===== config.mk =====
export PLATFORM = sky130hd
export DESIGN_NAME = mem_port_arb
export DESIGN_NICKNAME = d
export VERILOG_FILES = /design/src/rtl/mem_port_arb.sv
export SDC_FILE = /design/constraint.sdc
export NUM_CORES = 1
export LEC_CHECK = 0
export BUFFER_PORTS_ARGS = -buffer_cell sky130_fd_sc_hd__buf_2
export CAP_MARGIN = 15
export CELL_PAD_IN_SITES_DETAIL_PLACEMENT = 1
export CELL_PAD_IN_SITES_GLOBAL_PLACEMENT = 1
export CORE_UTILIZATION = 36
export DETAILED_ROUTE_END_ITERATION = 12
export PLACE_DENSITY_LB_ADDON = 0.3
export SYNTH_ARGS = -nofsm -noshare
export SYNTH_HDL_FRONTEND = slang
export SYNTH_SLANG_ARGS = --single-unit
export TNS_END_PERCENT = 5

===== constraint.sdc =====
create_clock -name clk -period 4.24 [get_ports clk]
set_clock_uncertainty 0.2 [all_clocks]
set_input_delay 0.636 -clock clk [delete_from_list [all_inputs] [get_ports clk]]
set_output_delay 0.636 -clock clk [all_outputs]
set_load 0.005 [all_outputs]

===== src/rtl/mem_port_arb.sv =====
// mem_port_arb: two-requester arbiter in front of a single-port register file.
// Round-robin arbitration with optional ownership locking (up to MAX_LOCK
// consecutive grants), a registered memory-side bus, and a 2-stage requester
// tag pipeline that routes read data back to the issuing port.
// Optional build: define MEM_ARB_FIXED_PRIO_EN for fixed priority (a beats b).
module mem_port_arb #(
  parameter int AW       = 4,
  parameter int DW       = 8,
  parameter int MAX_LOCK = 4
) (
  input  logic          clk,
  input  logic          rst,
  // requester a
  input  logic          req_a,
  input  logic          we_a,
  input  logic          lock_a,
  input  logic [AW-1:0] addr_a,
  input  logic [DW-1:0] wdata_a,
  output logic          gnt_a,
  output logic          rvalid_a,
  output logic [DW-1:0] rdata_a,
  // requester b
  input  logic          req_b,
  input  logic          we_b,
  input  logic          lock_b,
  input  logic [AW-1:0] addr_b,
  input  logic [DW-1:0] wdata_b,
  output logic          gnt_b,
  output logic          rvalid_b,
  output logic [DW-1:0] rdata_b,
  // memory side
  output logic          mem_ren,
  output logic          mem_wen,
  output logic [AW-1:0] mem_addr,
  output logic [DW-1:0] mem_wdata,
  input  logic [DW-1:0] mem_rdata
);

  typedef enum logic [1:0] {
    IDLE  = 2'd0,
    OWN_A = 2'd1,
    OWN_B = 2'd2
  } state_t;

  // Requester tag travelling alongside a read until its data returns.
  typedef struct packed {
    logic vld;
    logic is_b;
  } tag_t;

  localparam int            CW       = (MAX_LOCK < 2) ? 1 : $clog2(MAX_LOCK + 1);
  localparam logic [CW-1:0] LOCK_MAX = CW'(MAX_LOCK);
  // With MAX_LOCK <= 1 the entry grant already exhausts the budget, so a
  // lock never produces an owned state.
  localparam bit            LOCK_OK  = (MAX_LOCK > 1);

  state_t        r_state;
  state_t        w_state_nxt;
  logic [CW-1:0] r_lock_cnt;
  logic [CW-1:0] w_lock_cnt_nxt;
  logic [CW-1:0] w_lock_cnt_inc;
  // Last winner: 1 = b won last, so a is favoured next.
  logic          r_last_b;
  logic          w_favour_a;

  logic          w_gnt_a;
  logic          w_gnt_b;
  logic          w_acc;
  logic          w_we;
  logic [AW-1:0] w_addr;
  logic [DW-1:0] w_wdata;

  logic          r_mem_ren;
  logic          r_mem_wen;
  logic [AW-1:0] r_mem_addr;
  logic [DW-1:0] r_mem_wdata;

  tag_t          r_tag1;
  tag_t          r_tag2;
  logic          r_rvalid_a;
  logic          r_rvalid_b;
  logic [DW-1:0] r_rdata_a;
  logic [DW-1:0] r_rdata_b;

`ifdef MEM_ARB_FIXED_PRIO_EN
  assign w_favour_a = 1'b1;
`else
  assign w_favour_a = r_last_b;
`endif

  // Grant decode: owner-only while locked, pointer/priority on contention.
  always_comb begin
    // NOTE: every always_comb output gets a default first so no path can
    // leave it unassigned and infer a latch.
    w_gnt_a = 1'b0;
    w_gnt_b = 1'b0;
    if (!rst) begin
      case (r_state)
        IDLE: begin
          if (req_a && req_b) begin
            w_gnt_a = w_favour_a;
            w_gnt_b = !w_favour_a;
          end else begin
            w_gnt_a = req_a;
            w_gnt_b = req_b;
          end
        end
        OWN_A:   w_gnt_a = req_a;
        OWN_B:   w_gnt_b = req_b;
        default: ;
      endcase
    end
  end

  assign gnt_a = w_gnt_a;
  assign gnt_b = w_gnt_b;

  // Accepted-request mux toward the memory bus.
  assign w_acc   = w_gnt_a | w_gnt_b;
  assign w_we    = w_gnt_b ? we_b    : we_a;
  assign w_addr  = w_gnt_b ? addr_b  : addr_a;
  assign w_wdata = w_gnt_b ? wdata_b : wdata_a;

  assign w_lock_cnt_inc = r_lock_cnt + CW'(1);

  // Lock FSM next state; the counter includes the grant that entered OWN_x.
  always_comb begin
    w_state_nxt    = r_state;
    w_lock_cnt_nxt = r_lock_cnt;
    case (r_state)
      IDLE: begin
        w_lock_cnt_nxt = '0;
        if (LOCK_OK && w_gnt_a && lock_a) begin
          w_state_nxt    = OWN_A;
          w_lock_cnt_nxt = CW'(1);
        end else if (LOCK_OK && w_gnt_b && lock_b) begin
          w_state_nxt    = OWN_B;
          w_lock_cnt_nxt = CW'(1);
        end
      end
      OWN_A: begin
        if (!req_a || !lock_a || (w_lock_cnt_inc == LOCK_MAX)) begin
          w_state_nxt    = IDLE;
          w_lock_cnt_nxt = '0;
        end else begin
          w_lock_cnt_nxt = w_lock_cnt_inc;
        end
      end
      OWN_B: begin
        if (!req_b || !lock_b || (w_lock_cnt_inc == LOCK_MAX)) begin
          w_state_nxt    = IDLE;
          w_lock_cnt_nxt = '0;
        end else begin
          w_lock_cnt_nxt = w_lock_cnt_inc;
        end
      end
      default: begin
        w_state_nxt    = IDLE;
        w_lock_cnt_nxt = '0;
      end
    endcase
  end

  // FSM state, lock counter and round-robin pointer.
  always_ff @(posedge clk) begin
    // NOTE: sequential state uses non-blocking assignments so every register
    // samples pre-edge values regardless of statement order.
    if (rst) begin
      r_state    <= IDLE;
      r_lock_cnt <= '0;
      r_last_b   <= 1'b1;
    end else begin
      r_state    <= w_state_nxt;
      r_lock_cnt <= w_lock_cnt_nxt;
      if (w_acc) r_last_b <= w_gnt_b;
    end
  end

  // Memory bus register: strobes only after an acceptance, address/data hold.
  always_ff @(posedge clk) begin
    if (rst) begin
      r_mem_ren   <= 1'b0;
      r_mem_wen   <= 1'b0;
      r_mem_addr  <= '0;
      r_mem_wdata <= '0;
    end else if (w_acc) begin
      r_mem_ren   <= !w_we;
      r_mem_wen   <= w_we;
      r_mem_addr  <= w_addr;
      r_mem_wdata <= w_wdata;
    end else begin
      r_mem_ren   <= 1'b0;
      r_mem_wen   <= 1'b0;
    end
  end

  assign mem_ren   = r_mem_ren;
  assign mem_wen   = r_mem_wen;
  assign mem_addr  = r_mem_addr;
  assign mem_wdata = r_mem_wdata;

  // Read tag pipeline: stage 1 aligns with mem_ren, stage 2 with mem_rdata.
  always_ff @(posedge clk) begin
    if (rst) begin
      r_tag1 <= '0;
      r_tag2 <= '0;
    end else begin
      r_tag1.vld  <= w_acc && !w_we;
      r_tag1.is_b <= w_gnt_b;
      r_tag2      <= r_tag1;
    end
  end

  // Read return: capture memory data into the tagged port with a 1-cycle pulse.
  always_ff @(posedge clk) begin
    if (rst) begin
      r_rvalid_a <= 1'b0;
      r_rvalid_b <= 1'b0;
      r_rdata_a  <= '0;
      r_rdata_b  <= '0;
    end else begin
      r_rvalid_a <= r_tag2.vld && !r_tag2.is_b;
      r_rvalid_b <= r_tag2.vld &&  r_tag2.is_b;
      if (r_tag2.vld && !r_tag2.is_b) r_rdata_a <= mem_rdata;
      if (r_tag2.vld &&  r_tag2.is_b) r_rdata_b <= mem_rdata;
    end
  end

  assign rvalid_a = r_rvalid_a;
  assign rvalid_b = r_rvalid_b;
  assign rdata_a  = r_rdata_a;
  assign rdata_b  = r_rdata_b;

endmodule


---- Word-level counts from Yosys, hierarchy flattened ----
Cells that the tools add are included.
word-level totals
  flip-flop bits (word level) ............. 42
  bits of input ports ..................... 40
operators by class
  add/sub/neg operators ................... 1
  multiplexer cells ....................... 19
  bitwise operators ....................... 2
  reduce and logical (&&, ||, !) cells .... 20
  eq/ne operators ......................... 6
operator list
  kind                   count
  $pmux W3 S3            1
  $mux W2                4
  $mux W8                1
  $logic_not A1 Y1       7
  $mux W1                7
  $logic_and A1 B1 Y1    6
  $mux W3                2
  $pmux W2 S3            1
  $logic_or A1 B1 Y1     4
  $mux W4                1
  $ne A2 B2 Y1 const B   2
  $pmux W1 S2            2
  $add A3 B1 Y3 const B  1
  $eq A3 B3 Y1 const B   1
  $ne A3 B3 Y1 const B   1
  $reduce_and A3 Y1      1
  $eq A2 B1 Y1 const B   1
  $eq A2 B2 Y1 const B   1
  $logic_not A2 Y1       1
  $reduce_or A2 Y1       1
  $not A1 Y1             1
  $or A1 B1 Y1           1

---- Longest topological paths before layout ----
  depth in word-level cells ............... 8
  depth in mapped cells ................... 5

---- Worst setup path after synthesis ----
Ideal clock, no wire load.
  kind .................................... input to output
  start ................................... input port rst
  end ..................................... output port gnt_a
  cell stages on the path ................. 4
  path slack .............................. 1.935 ns
  path buffers ............................ 2
  required time ........................... 3.404 ns
  arrival ................................. 1.469 ns
  cell sequence ........................... buf_6 -> or3b_2 -> clkbuf_1 -> nor2_1
on the way
  word-level cells in the longest chain between the ends .. 1
ends and longest elaborated chain
  what                line  RTL
  start: declaration  12    input logic rst,
  $mux W1             97    if (!rst) begin
  end: declaration    19    output logic gnt_a,
Every way passes these cells.

---- Worst setup path after layout ----
  start ................................... input port rst
  end ..................................... output port gnt_b
on the way
  word-level cells in the longest chain between the ends .. 1
ends and longest elaborated chain
  what              line  RTL
  $mux W1           97
  end: declaration  28    output logic gnt_b,
Every way passes these cells.

==> results.ini <==
[outcome]
status = finished clean

[drt]
drt-total-wl_mm = 4.946
num_vias = 1747
first_iter_violations = 80
drc = 0
post_drt_wl_per_cell_um = 14.72
first_pass_iters = 4
final_antenna_net_count = 0
viasPerCell = 5.199

[global_route]
grt_pass1_vias = 1727
grt_pass1_wl_mm = 8.004
grt_usage_pct = 20.14
grt_remaining_overflow = 0
grt_max_degree = 45
antenna_found_initial = 0

[timing]
fin_setup_tns_ps = 0
maxSlewViolCount = 0
slew_headroom_pct = 47.22
setup_viol = 0
period_minus_slack_ps = 2838
period_share_pct = 66.93
finalHoldViolations = 0
max_freq_mhz = 352.4
worstMarginPinSlew_ps = 791.7
rsz0062_at_grt = no
timing.final.ws_setup_ps = 1402

[synth]
yosysWarnings = 0
yosysTopAreaCellShare_pct = 47.46
synth.distinct_cells = 34
syn_area_mm2 = 0.001772
synthTopCellsByArea = dfxtp_1 (47%), nand3_1 (6.5%), a21oi_1 (5.9%)
synth_nets = 247
synth_edf_count = 0
synth_area_per_cell_um2 = 8.642
ys_seq_elements = 42
synth_top_cell_by_area = dfxtp_1
synth_ff_type = dfxtp_1
synth_cells = 205
async_flop_share_pct = 0
ys_seq_area_share_pct = 47.46

[clock_network]
root_buffer = clkbuf_8
cts_sinks = 42
cts_setup_buffers = 0
ctsHoldBuffers = 0
cts_buffers = 5
clockBufferDepth = 2
clkTransAtPathRegs_ps = 80
cts_max_level = 2
cts.repair.resized = 0
cts_tree = built
clk-insertion-delay-late_ps = 300

[finish]
drive_gt1_share_pct = 31.97
postLayoutCellArea_mm2 = 0.002238
diodes = 0
nets = 310
fin_util_pct = 47.39
syn2layout_area_growth_pct = 26.34

[placement]
place_congestion = 0.7450
place_area_mm2 = 0.002132
dp_hpwl_mm = 3.601
port_buffers = 73
dpl_worst_slack_ps = 1411

[floorplan]
initial_utilization_pct = 37.51
rows = 25
core_mm2 = 0.004723
die_h_um = 72.15
die-area_mm2 = 0.005206
pin_count = 74
fp.dieW_um = 72.15

[power_and_ir_drop]
powerDensity_mw_per_mm2 = 373.1
worst_ir_drop_vdd_v = 0.0001656
power_leakage_nw = 0.9633
fin_total_pwr_uw = 835.2

[setup_path]
end_kind = primary output
worst-path-max-fanout = 44
path_class = primary input to primary output
slowest_stage = buf_2
critPathRequiredTime_ps = 3400
slowest_delay_ps = 600
critical-path-top-delay-family = buffers and inverters
startpoint_type = primary input
crit_top_cell = buf_2
critPathArrivalTime_ps = 2000
path_cells = buf_2, or3b_4, nand2b_4, inv_1, buf_2
worstPathBufferInverterCount = 3

[min_path]
hp-class = flip-flop to flip-flop

[flow_run]
cap_violations = 0

==> state kept, by name (all words and copies together) (netlist names) <==
name,count
mem_addr,4
mem_ren,1
mem_wdata,8
mem_wen,1
r_last_b,1
r_lock_cnt,3
r_state,2
r_tag1,2
r_tag2,2
rdata_a,8
rdata_b,8
rvalid_a,1
rvalid_b,1
==> cells in the mapped netlist (2+ instances only) <==
| master | n |
|---|---|
| nand2_1 | 26 |
| or3_1 | 3 |
| buf_1 | 3 |
| ha_1 | 2 |
| or3b_2 | 2 |
| nand2b_1 | 4 |
| nor2b_1 | 5 |
| clkbuf_1 | 7 |
| a21oi_1 | 21 |
| nand3_1 | 23 |
| nor2_1 | 4 |
| buf_2 | 5 |
| nor3_1 | 14 |
| nor3b_2 | 2 |
| a311oi_1 | 10 |
| dfxtp_1 | 42 |
| buf_6 | 3 |
| o21ai_0 | 10 |
| inv_1 | 3 |
| and4b_1 | 2 |
==> cells by family (layout without fill, tap and decap cells) <==
| group | count (synthesis) | after routing | synth area share [%] |
|---|---|---|---|
| xor gates and xnor gates | 1 | 1 | 0.4944 |
| buffers and inverters | 21 | 85 | 6.073 |
| DFF | 42 | 42 | 47.46 |
| adders and majority gates | 2 | 2 | 1.412 |
| AOI/OAI and AO/OA | 46 | 46 | 15.75 |
| and+or+nand+nor | 93 | 93 | 28.81 |
==> per-stage QoR <==
stage	instances	hold WS (ps)
4_1_cts	336	247.1
3_3_place_gp	328	223.2
6_report	336	241.8
3_5_place_dp	328	230.0
5_1_grt	336	261.6
2_1_floorplan	205	213.8
==> per-layer routing <==
| metal | global-route usage (%) | vias to the layer above | routed length, um |
|---|---|---|---|
| li1 | - | 852 | - |
| met1 | 24.94 | 821 | 2233 |
| met2 | 33.54 | 66 | 2337 |
| met3 | 5.139 | 8 | 299 |
| met4 | 7.843 | 0 | 76 |
| met5 | 0 | - | 0 |
==> cells in the final DEF, fill, tap and decap left out, drive strengths merged, types with 4 or more instances in the layout <==
cell type | netlist | layout
buf | 11 | 74
nand2 | 26 | 26
nand3 | 23 | 23
nor3 | 14 | 14
clkbuf | 7 | 7
o21ai | 10 | 10
a311oi | 10 | 10
nor2b | 5 | 5
nand2b | 5 | 5
dfxtp | 42 | 42
a21oi | 21 | 21
nor2 | 4 | 4
==> where the power goes <==
group          total [mW]  leakage [nW]  internal [mW]  switching, mW
Combinational       0.101         0.568         0.0450         0.0562
Clock               0.309        0.0524          0.176          0.133
Sequential          0.425         0.343          0.412         0.0122
Total               0.835         0.963          0.634          0.202
==> worst register-to-register path, cell delays in order, from the launching register on <==
cell and delay, ps:
dfxtp_1 410, nor3b_2 690, nand3_1 190, a311oi_1 300
==> cell type report <==
class / instances / area (um2)
Tap cell: 67 / 83.83
Clock inverter: 1 / 30.03
Multi-Input combinational cell: 142 / 823.3
Clock buffer: 7 / 76.32
Sequential cell: 42 / 840.8
Inverter: 3 / 11.26
Fill cell: 600 / 2485
Timing Repair Buffer: 74 / 372.9
==> final timing paths <==
check / startpoint / end / slack [ps] / cells after the start
min reg2reg: r_tag1[0] / r_tag2[0] / 240 / 1
min: r_tag1[0] / r_tag2[0] / 240 / 1
max: rst / gnt_b / 1400 / 5
max reg2reg: r_state[1] / mem_wdata[5] / 2350 / 3
Note: power is estimated with default switching activity, not from simulation.
